**src/rtl/mult4u_mac_accum.sv**
```systemverilog
// ---------------------------------------------------------------------------
// mult4u_mac_accum
//
// Multiply-accumulate over groups of LEN unsigned 4x4 operand pairs.
// Each accepted pair is registered in operand stage S1. The S1 product is
// added into the accumulator one cycle later. When the last pair of a group
// has been added, the result is held on out_acc/out_ovf with out_valid=1
// until the downstream takes it.
//
// Handshake: a transfer happens on a rising edge where valid and ready are
// both 1. valid never depends on ready. Once out_valid rises, it and the
// data it qualifies stay stable until the transfer.
//
// Parameters
//   LEN    operand pairs per result (>= 1)
//   ACC_W  accumulator / result width (>= 8)
//
// Ports
//   clk        clock, rising edge
//   rst_n      asynchronous active-low reset
//   in_valid   operand pair valid
//   in_ready   pair accepted this cycle when in_valid=1
//   in_a       unsigned multiplicand [3:0]
//   in_b       unsigned multiplier   [3:0]
//   out_valid  group result valid
//   out_ready  downstream accepts the result
//   out_acc    sum of the LEN products [ACC_W-1:0]
//   out_ovf    some addition in the group carried out of ACC_W bits
//
// Build option
//   MULT4U_MAC_SAT_EN  when defined, an overflowing addition saturates the
//                      accumulator to all-ones for the rest of the group.
//                      Otherwise the accumulator wraps. out_ovf is set in
//                      both builds.
// ---------------------------------------------------------------------------

// 4x4 unsigned multiplier. Radix-4 Booth partial products are summed with an
// 8-bit Brent-Kung prefix adder. Purely combinational.
module mult4u_booth4_brentkung (
    input  logic [3:0] a,
    input  logic [3:0] b,
    output logic [7:0] p
);
    // Brent-Kung prefix adder, modulo 2^8. No carry-out is needed, so only
    // the group generates up to bit 6 are built.
    function automatic logic [7:0] bk_add8(input logic [7:0] x, input logic [7:0] y);
        logic [7:0] hp;
        logic [6:0] gg;
        logic [6:0] pk;
        hp = x ^ y;
        gg = x[6:0] & y[6:0];
        pk = hp[6:0];
        // up-sweep
        gg[1] = gg[1] | (pk[1] & gg[0]);  pk[1] = pk[1] & pk[0];
        gg[3] = gg[3] | (pk[3] & gg[2]);  pk[3] = pk[3] & pk[2];
        gg[5] = gg[5] | (pk[5] & gg[4]);  pk[5] = pk[5] & pk[4];
        gg[3] = gg[3] | (pk[3] & gg[1]);
        // down-sweep
        gg[5] = gg[5] | (pk[5] & gg[3]);
        gg[2] = gg[2] | (pk[2] & gg[1]);
        gg[4] = gg[4] | (pk[4] & gg[3]);
        gg[6] = gg[6] | (pk[6] & gg[5]);
        return hp ^ {gg, 1'b0};
    endfunction

    // Multiplier is zero-extended to 6 bits so the top digit never goes
    // negative, with an implicit 0 below bit 0 for the first Booth triplet.
    logic [6:0] b_ext;
    logic [7:0] pp [3];
    logic [7:0] corr;
    logic [7:0] sum01;
    logic [7:0] sum2c;

    assign b_ext = {2'b00, b, 1'b0};

    always_comb begin
        corr = '0;
        for (int i = 0; i < 3; i++) begin
            logic [2:0] trip;
            logic       neg;
            logic       one;
            logic       two;
            logic [4:0] mag;
            logic [7:0] row;
            trip = b_ext[2*i+2 -: 3];
            neg  = trip[2];
            one  = trip[1] ^ trip[0];
            two  = (trip == 3'b100) || (trip == 3'b011);
            mag  = two ? {a, 1'b0} : (one ? {1'b0, a} : 5'd0);
            // Negative digits use one's complement here; the +1 goes into corr.
            row  = neg ? ~{3'b000, mag} : {3'b000, mag};
            pp[i] = row << (2 * i);
            corr[2*i] = neg;
        end
    end

    assign sum01 = bk_add8(pp[0], pp[1]);
    assign sum2c = bk_add8(pp[2], corr);
    assign p     = bk_add8(sum01, sum2c);
endmodule

module mult4u_mac_accum #(
    parameter int LEN   = 4,
    parameter int ACC_W = 10
) (
    input  logic             clk,
    input  logic             rst_n,
    input  logic             in_valid,
    output logic             in_ready,
    input  logic [3:0]       in_a,
    input  logic [3:0]       in_b,
    output logic             out_valid,
    input  logic             out_ready,
    output logic [ACC_W-1:0] out_acc,
    output logic             out_ovf
);
    localparam int CNT_W = (LEN > 1) ? $clog2(LEN) : 1;
    localparam logic [CNT_W-1:0] LAST = CNT_W'(LEN - 1);

    typedef enum logic {ACCUM = 1'b0, HOLD = 1'b1} state_t;

    state_t           state;
    state_t           state_nxt;
    logic [CNT_W-1:0] count;
    logic [3:0]       s1_a;
    logic [3:0]       s1_b;
    logic             s1_valid;
    logic             s1_last;
    logic [7:0]       product;
    logic [ACC_W-1:0] acc;
    logic             ovf;
    logic             accept;
    logic             consume;
    logic [ACC_W:0]   sum;

    mult4u_booth4_brentkung u_mult (
        .a (s1_a),
        .b (s1_b),
        .p (product)
    );

    // While the last pair of a group sits in S1, the next group waits. This
    // gap plus the HOLD cycle makes the two-cycle bubble between groups.
    assign in_ready = (state == ACCUM) && !(s1_valid && s1_last);
    assign accept   = in_valid && in_ready;
    assign consume  = (state == ACCUM) && s1_valid;
    assign sum      = {1'b0, acc} + {{(ACC_W-7){1'b0}}, product};

    always_ff @(posedge clk or negedge rst_n) begin
        if (!rst_n) begin
            state <= ACCUM;
        end else begin
            state <= state_nxt;
        end
    end

    always_comb begin
        state_nxt = state;
        case (state)
            ACCUM:   if (consume && s1_last) state_nxt = HOLD;
            HOLD:    if (out_ready) state_nxt = ACCUM;
            default: state_nxt = ACCUM;
        endcase
    end

    // Operand stage and group counter
    always_ff @(posedge clk or negedge rst_n) begin
        if (!rst_n) begin
            count    <= '0;
            s1_a     <= '0;
            s1_b     <= '0;
            s1_valid <= 1'b0;
            s1_last  <= 1'b0;
        end else if (accept) begin
            s1_a     <= in_a;
            s1_b     <= in_b;
            s1_valid <= 1'b1;
            s1_last  <= (count == LAST);
            count    <= (count == LAST) ? '0 : count + 1'b1;
        end else if (consume) begin
            s1_valid <= 1'b0;
        end
    end

    // Accumulator and sticky overflow, cleared when the result is taken.
    always_ff @(posedge clk or negedge rst_n) begin
        if (!rst_n) begin
            acc <= '0;
            ovf <= 1'b0;
        end else if (state == HOLD) begin
            if (out_ready) begin
                acc <= '0;
                ovf <= 1'b0;
            end
        end else if (consume) begin
`ifdef MULT4U_MAC_SAT_EN
            acc <= sum[ACC_W] ? {ACC_W{1'b1}} : sum[ACC_W-1:0];
`else
            acc <= sum[ACC_W-1:0];
`endif
            if (sum[ACC_W]) ovf <= 1'b1;
        end
    end

    assign out_valid = (state == HOLD);
    assign out_acc   = acc;
    assign out_ovf   = ovf;
endmodule

```
**config.mk**
```make
export PLATFORM = sky130hd
export DESIGN_NAME = mult4u_mac_accum
export DESIGN_NICKNAME = d
export VERILOG_FILES = /design/src/rtl/mult4u_mac_accum.sv
export SDC_FILE = /design/constraint.sdc
export NUM_CORES = 1
export LEC_CHECK = 0
export CORE_MARGIN = 2
export CORE_UTILIZATION = 55
export CTS_CLUSTER_DIAMETER = 40
export CTS_CLUSTER_SIZE = 14
export DETAILED_ROUTE_END_ITERATION = 10
export PLACE_DENSITY = 0.8
export SYNTH_ARGS = -nofsm -noshare
export SYNTH_HDL_FRONTEND = slang
export SYNTH_HIERARCHICAL = 1
export SYNTH_SLANG_ARGS = --single-unit
```
**constraint.sdc**
```tcl
create_clock -name clk -period 6.2 [get_ports clk]
set_clock_uncertainty 0.05 [all_clocks]
set_input_delay 1.24 -clock clk [delete_from_list [all_inputs] [get_ports clk]]
set_output_delay 1.24 -clock clk [all_outputs]
set_load 0.01 [all_outputs]
```
# == Word level (Yosys, flattened, before mapping) ==
# Index checks and enable logic that the tools add are counted.
# word_totals
wordCells,114
ff_bits,24
out_inout_bits,13
input_bits,12
# classes
n_mux,20
eq_ne,5
addsub,2
bitwise_logic,67
reduce_logical,12
# ops
op,n
8-bit bitwise XOR,5
1-bit AND,30
10-bit two-way mux,3
1-bit OR,24
7-bit AND,2
4-bit two-way mux,3
10-bit by 8-bit adder with 11-bit output,1
5-bit two-way mux,2
1-bit two-way mux,8
8-bit two-way mux,1
5-bit NOT with 8-bit output,1
8-bit by 3-bit bitwise XOR with 8-bit output,1
7-bit by 3-bit AND with 7-bit output,1
6-bit two-way mux,1
5-bit NOT with 6-bit output,1
2-bit nonzero test,3
1-bit logical AND,5
2-bit == test (second input constant),2
3-bit by 2-bit == test with 1-bit output (second input constant),1
3-bit == test (second input constant),1
3-bit AND reduction,1
2-bit by 1-bit adder with 2-bit output (second input constant),1
2-bit two-way mux,1
2-bit != test (second input constant),1
other kinds (6),6

# == Logic depth before layout (Yosys ltp) ==
# depth
depth_word,29
mapped_depth,24
ltp_nobuf,23

# == By module ==
# Netlist, hierarchy kept.
# by_module_without_submodules
mod,seq_area_each_um2,n_inst,cells_each,area_each_um2
mult4u_mac_accum,600.6,1,115,1283.7
mult4u_booth4_brentkung,0.0,1,83,634.4

# == Worst setup path before layout ==
# Ideal clock, no wire load.
# synth_timing
path_type,flip-flop to flip-flop
start,register s1_b[1]
end,register acc[8] (netlist: out_acc[8])
setup_time_ns,0.126
arrival_time_ns,4.556
required_ns,6.024
synth_period_minus_slack_ns,4.732
path_slack_ns,1.468
stages_incl_launch_ff,23
path_buffers,1
cell_sequence,dfrtp_1 -> buf_2 -> inv_1 -> ha_1 -> nand2_1 -> o21ai_0 -> o31ai_1 -> ha_1 -> fa_1 -> a21o_1 -> a21o_1 -> fa_1 -> inv_1 -> fa_1 -> xnor2_1 -> xnor2_1 -> xnor2_1 -> ha_1 -> a21oi_1 -> nand2_1 -> o211ai_1 -> xor2_1 -> o22ai_1
# synth_via
elab_chain_cells,22
word_cells_on_any_way,72
cone_classes,1 x add/sub; 3 x eq/ne; 7 x mux; 60 x bitwise; 1 x reduce/logical
# synth_rtl
element,line_no,text
from (decl),126,logic [3:0] s1_b;
from (signal assigned),176,s1_b <= in_b;
"2-bit == test, or another cell as far along",88,two = (trip == 3'b100) || (trip == 3'b011);
"5-bit two-way mux, or another cell as far along",89,"mag = two ? {a, 1'b0} : (one ? {1'b0, a} : 5'd0);"
5-bit NOT with 8-bit output or 5-bit two-way mux (tied branches),"91, 89",
8-bit two-way mux or 5-bit NOT with 6-bit output (tied branches),91,"row = neg ? ~{3'b000, mag} : {3'b000, mag};"
"8-bit bitwise XOR, or another cell as far along",50,hp = x ^ y;
"1-bit AND, or another cell as far along",54,gg[1] = gg[1] | (pk[1] & gg[0]); pk[1] = pk[1] & pk[0];
1-bit OR or 1-bit AND (tied branches),"54, 55",
"1-bit AND, or another cell as far along",57,gg[3] = gg[3] | (pk[3] & gg[1]);
[7 not listed],n/a,
1-bit OR,59,gg[5] = gg[5] | (pk[5] & gg[3]);
1-bit AND,62,gg[6] = gg[6] | (pk[6] & gg[5]);
1-bit OR,62,
8-bit bitwise XOR (*),63,"return hp ^ {gg, 1'b0};"
via product[7],129,logic [7:0] product;
10-bit by 8-bit adder with 11-bit output (*),147,"assign sum = {1'b0, acc} + {{(ACC_W-7){1'b0}}, product};"
10-bit two-way mux (*),195,end else if (consume) begin
10-bit two-way mux (*),190,end else if (state == HOLD) begin
to (signal assigned),199,acc <= sum[ACC_W-1:0];
to (decl),130,logic [ACC_W-1:0] acc;
# The timed path passes the listed nets; every way through them passes the cells marked *. The select of a mux whose other input is x is not followed.
# A chain may end at the register's enable or synchronous reset.

# == Worst setup path after layout ==
# Ends and elaborated chain as after synthesis.

==> qor.txt <==
Yosys reg bits = 24
Setup CP Type = reg2reg
Fin crit share = 84.9%
GRT Total Usage = 21.0%
Area of the die = 3980 um^2
Diodes inserted = 0
R2R Setup Slk = 0.94 ns
# rows = 21
Outcome = finished clean
# nets final = 262
Top FF cell, synth = dfrtp_1
Total global routing overflow = 0
CTS tree = yes
Final Non-Filler Cells = 267
Worst hold slack = 0.487 ns
Worst path buffer plus inverter count = 2
Global placer's final weighted congestion = 0.958
Hold path cells = 2
Worst path depth = 21
Syn-to-layout area delta = 17.0%
Starting density of the core = 57.5%
Fmax = 190 MHz
Arrival @ worst endpoint = 5.42 ns
Cell family with most CP delay = adder cells
Worst-path cell chain = inv_1 -> ha_1 -> nand2_1 -> o21ai_0 -> o31ai_1 -> ha_1 -> fa_1 -> a21o_1 -> a21o_1 -> fa_1 -> inv_1 -> fa_1 -> xnor2_1 -> xnor2_1 -> xnor2_1 -> ha_1 -> a21oi_1 -> nand2_1 -> o211ai_1 -> xor2_1 -> o22ai_1
Post-Syn Nets = 238
Ports = 25
DR DRC count = 0
Setup crit end = out_acc[8]
Critical Path RT = 6.36 ns
Post-synthesis cell type count = 33
Post-CTS Setup Inserts = 0
Post-synthesis sequential area ratio = 31.3%
Detailed placement HPWL = 3110 um
Skew-Pair Late Insertion Delay = 0.31 ns
Core Area = 3340 um^2
TritonCTS Buffers = 3
Slew @ Worst Pin = 1.04 ns
R2R Path Start = s1_b[1]
Crit end category = flip-flop
Hold_buf cts = 0
Reg-to-reg endpoint = out_acc[8]
Slew Viols, Final = 0
Die X = 63.1 um
Synth area leaders = dfrtp_1 (31%), ha_1 (14%), fa_1 (7.3%)
Synth Instances = 198
Root Buffer = clkbuf_4
Drt wl/cell = 14.3 um
Area leader, netlist = dfrtp_1
Filler cell count = 287
Mean Syn Cell Area = 9.69 um^2
ANT nets after route = 0
Reg2reg path depth = 21
Worst hold path class = reg2reg
Inst Count DP = 263
Bufs on Longest Clock Path = 2
Share of cells above drive strength 1 = 8.60%
Via count = 1533
First-pass GRT wire length = 6730 um
Detailed Route WL = 3820 um
DIE HEIGHT = 63.1 um
Ys Warns = 6
Crit path launch type = flip-flop
Critical path peak fanout = 15
Crit path from = s1_b[1]
Via-per-instance ratio = 5.74
Min cycle time layout = 5.26 ns
First DRT Iteration DRCs = 97
Share of Yosys cell area claimed by the top area cell type = 31.3%
Commonest non-fill, non-tap cells in the layout = nand2_1 (26), dfrtp_1 (24), clkdlybuf4s50_1 (24)
Largest net degree at the start of global routing = 25
Max_slew headroom = 30.3%
Slowest library cell on the worst path = dfrtp_1
Cell area after synthesis = 1920 um^2
Fin. Hold Viols = 0
Port buffer count = 24
DRT Pass-1 Iters = 4
EDFF count, synth = 0
H-tree depth = 1
Antenna violations before repair = 0
Clock Pin Slew Worst Setup and Hold Paths = 0.14 ns
Ys async rst share = 100%
Commonest non-fill, non-tap cell in the layout = nand2_1
Clock net sink count = 24
Post-route setup TNS = 0 ns
MaxCap Viol Count = 0
Max incr delay on CP = 0.67 ns
Final setup viols = 0
Cts repair resizes = 0
Vias in the first global route = 1588
RSZ-0062 raised after global routing = false
## synthesized netlist by cell type, drive strengths merged, types with 3 or more instances
cell,number
a22o,5
nand3,4
a21oi,9
o211ai,5
a211oi,3
inv,13
nor2,4
mux2,10
fa,7
a21o,5
xor2,3
o21a,6
buf,5
xnor2,7
o21ai,17
nand2b,6
ha,21
nand2,26
dfrtp,24
a31oi,3
## per-layer routing
layer / part of all wire, % / wire length, um / GRT usage [%] / vias to the layer above
li1: - / - / - / 755
met1: 40 / 1530 / 22.6 / 749
met2: 57 / 2170 / 42.7 / 27
met3: 2.6 / 98 / 3.21 / 2
met4: 0.55 / 21 / 3.89 / 0
met5: 0 / 0 / 0 / -
## cells by family (layout without fill, tap and decap cells)
group           Yosys count  after routing  share of synthesized area (%)
buf+inv                  18             41                           3.85
compound gates           61             61                           22.2
flops                    24             24                           31.3
mux                      10             10                           5.87
xor+xnor                 10             10                           4.57
simple gates             47             47                           11.2
fa+ha+maj                28             28                           21.0
## how the worst min path moves through the flow
| stage | from | endpoint | slack [ns] |
|---|---|---|---|
| after floorplan | count[0] | count[0] | 0.43 |
| after global placement | out_ovf | out_ovf | 0.42 |
| after detailed placement | count[0] | count[0] | 0.46 |
| after CTS | out_acc[9] | out_acc[9] | 0.49 |
| after global routing | out_acc[9] | out_acc[9] | 0.51 |
| final | out_ovf | out_ovf | 0.49 |
## stage by stage
stage / worst slack (ns) / area (um^2) / util [%]
finish: 0.936 / 2240 / 67.2
global route: 0.558 / 2240 / 67.2
CTS: 0.963 / 2240 / 67.2
detailed placement: 0.968 / 2190 / 65.7
global placement: 1.27 / 2190 / 65.7
floorplan: 1.47 / 1920 / -
## worst reg2reg max path, cell delays in order, from the launching register on
cell and delay (ns):
dfrtp_1 0.67, inv_1 0.19, ha_1 0.38, nand2_1 0.08, o21ai_0 0.18, o31ai_1 0.12, ha_1 0.23, fa_1 0.39
a21o_1 0.19, a21o_1 0.19, fa_1 0.49, inv_1 0.06, fa_1 0.43, xnor2_1 0.20, xnor2_1 0.16, xnor2_1 0.15
ha_1 0.30, a21oi_1 0.17, nand2_1 0.08, o211ai_1 0.18, xor2_1 0.16, o22ai_1 0.09
## sequential cells by signal, summed over array words and instances, names as in the netlist
register	count
count	2
out_acc	10
out_ovf	1
out_valid	1
s1_a	4
s1_b	4
s1_last	1
s1_valid	1
## cell type report
type | instances | area [um^2] | share of cell area (%)
tap | 46 | 57.6 | 2.57
multi-input combinational | 156 | 1240 | 55.4
clock inverter | 1 | 30.0 | 1.34
sequential | 24 | 601 | 26.8
inverter | 13 | 48.8 | 2.18
clock buffer | 3 | 22.5 | 1.00
timing repair buffer | 24 | 240 | 10.7
Power is left out: the tool's default activity adds up to more than one toggle a clock period on the data nets, which glitch-free logic cannot reach.
==> RTL change, RTL diff (config.mk and constraints unchanged) <==
Build with the macro `MULT4U_MAC_SAT_EN` defined.
--- a/src/rtl/mult4u_mac_accum.sv
+++ b/src/rtl/mult4u_mac_accum.sv
@@ -38,2 +38,4 @@
 // 8-bit Brent-Kung prefix adder. Purely combinational.
+`define MULT4U_MAC_SAT_EN
+
 module mult4u_booth4_brentkung (
Behaviour: same outputs for any inputs over 4 cycles, from zero or initial values and one cycle with rst_n low; that may be too few to reach the edited logic, so the function may still have changed.
==> RTL change against the original RTL <==
Via count is 3.1% higher; cell count decreased by 1.1%; worst setup slack worse by 0.13 ns; cell area grew 0.61%; wire length up 0.60%; sequential cell count stayed put; synthesized cell count is 1.0% lower; synthesized area rose by 1.2%; die area rose by 1.2%; critical path type unchanged; critical endpoint is now out_acc[1].
Power is not shown: default switching activity piles up to over one toggle a cycle in this logic, so the estimate is an artifact.
==> RTL change: results (changes against the original RTL) <==
Place
  – Hpwl dp: 3033 um (was 3111 um)
  – Placed cell area: 2205 sq um (was 2191 sq um)
  – Setup WS pre-CTS: 0.8060 ns (was 0.9680 ns)
  – Final GP Congestion: 0.8554 (was 0.9577)

Detailed routing
  – Met3 WL: 145 um (was 98 um)
  – DRT met1 WL: 1642 um (was 1530 um)
  – Met2 WL: 2020 um (was 2167 um)
  – DR iter-0 viols: 122 (was 97)
  – Final wirelength: 3840 um (was 3817 um)
  – Detailed-route via count: 1580 (was 1533)

Min path
  – Hold path startpoint: s1_last (was out_ovf)
  – Hold Path Sink: s1_last (was out_ovf)
  – Hold WC Path Type: flop to flop (unchanged)
  – Hold Path Cell Cnt: 1 (was 2)

Global route
  – GR met1 Demand/Resource: 23.40% (was 22.61%)
  – GRT met2 Usage: 38.16% (was 42.69%)
  – GR met3 Demand/Resource: 4.286% (was 3.214%)
  – First-pass GRT wire length: 6472 um (was 6734 um)
  – Vias in the first global route: 1506 (was 1588)
  – Total global routing track utilization: 20.12% (was 21.02%)
  – Pin count of the biggest net entering global routing: 25 (unchanged)

Outcome
  – Status: complete, no violations (unchanged)

Yosys
  – Commonest cells in the netlist: dfrtp_1, nand2_1, ha_1 (was nand2_1, dfrtp_1, ha_1)
  – Mux contribution to synthesized area: 5.799% (was 5.871%)
  – Unique masters post-synth: 37 (was 33)
  – Synth Flop Type: dfrtp_1 (unchanged)
  – Cells after synthesis: 196 (was 198)
  – Synth Area in Adders: 20.75% (was 21.00%)
  – Post-synthesis sequential area ratio: 30.93% (was 31.31%)
  – Synth Area in Compound Gates: 22.10% (was 22.24%)
  – Syn_nets: 236 (was 238)
  – Xor/xnor share of the synthesized area: 5.412% (was 4.566%)
  – Area contributors post-synth: dfrtp_1, ha_1, fa_1 (unchanged)

Timing
  – Min Tclk post-route: 5.390 ns (was 5.264 ns)
  – Worst slew pin tran: 1.029 ns (was 1.043 ns)
  – Hold Slack: 0.4742 ns (was 0.4865 ns)

Finish
  – Antenna Cells: 0 (unchanged)
  – Fillers: 291 (was 287)
  – Finished Layout Cells: 264 (was 267)
  – Layout cell share with drive strength beyond 1: 7.339% (was 8.597%)

Setup path
  – FF-to-FF path depth: 20 (was 21)
  – Crit path DAT: 5.56 ns (was 5.42 ns)
  – CP endpoint: out_acc[1] (was out_acc[8])
  – Crit-path max FO: 15 (unchanged)

Clock network
  – Total CTS buffers: 3 (unchanged)
-- RTL change: worst max-delay path, cell delays in order, from the launching register on --
cell	delay [ns]
dfrtp_1	0.66
inv_1	0.18
ha_1	0.38
nand2_1	0.08
o21a_1	0.18
o21ai_0	0.28
fa_1	0.26
inv_1	0.06
fa_1	0.38
xnor2_1	0.15
ha_1	0.33
a21o_1	0.12
a31oi_1	0.05
fa_1	0.40
xnor2_1	0.19
xnor2_1	0.15
xnor2_1	0.09
ha_1	0.22
or4_4	0.43
o211a_1	0.32
a221o_1	0.30
-- RTL change: area by class of cell --
cell class / instances / area share (%)
Tap cell: 46 / 2.550
Clock inverter: 1 / 1.330
Inverter: 9 / 1.497
Timing Repair Buffer: 24 / 10.64
Sequential cell: 24 / 26.61
Multi-Input combinational cell: 157 / 56.37
Clock buffer: 3 / 0.9978
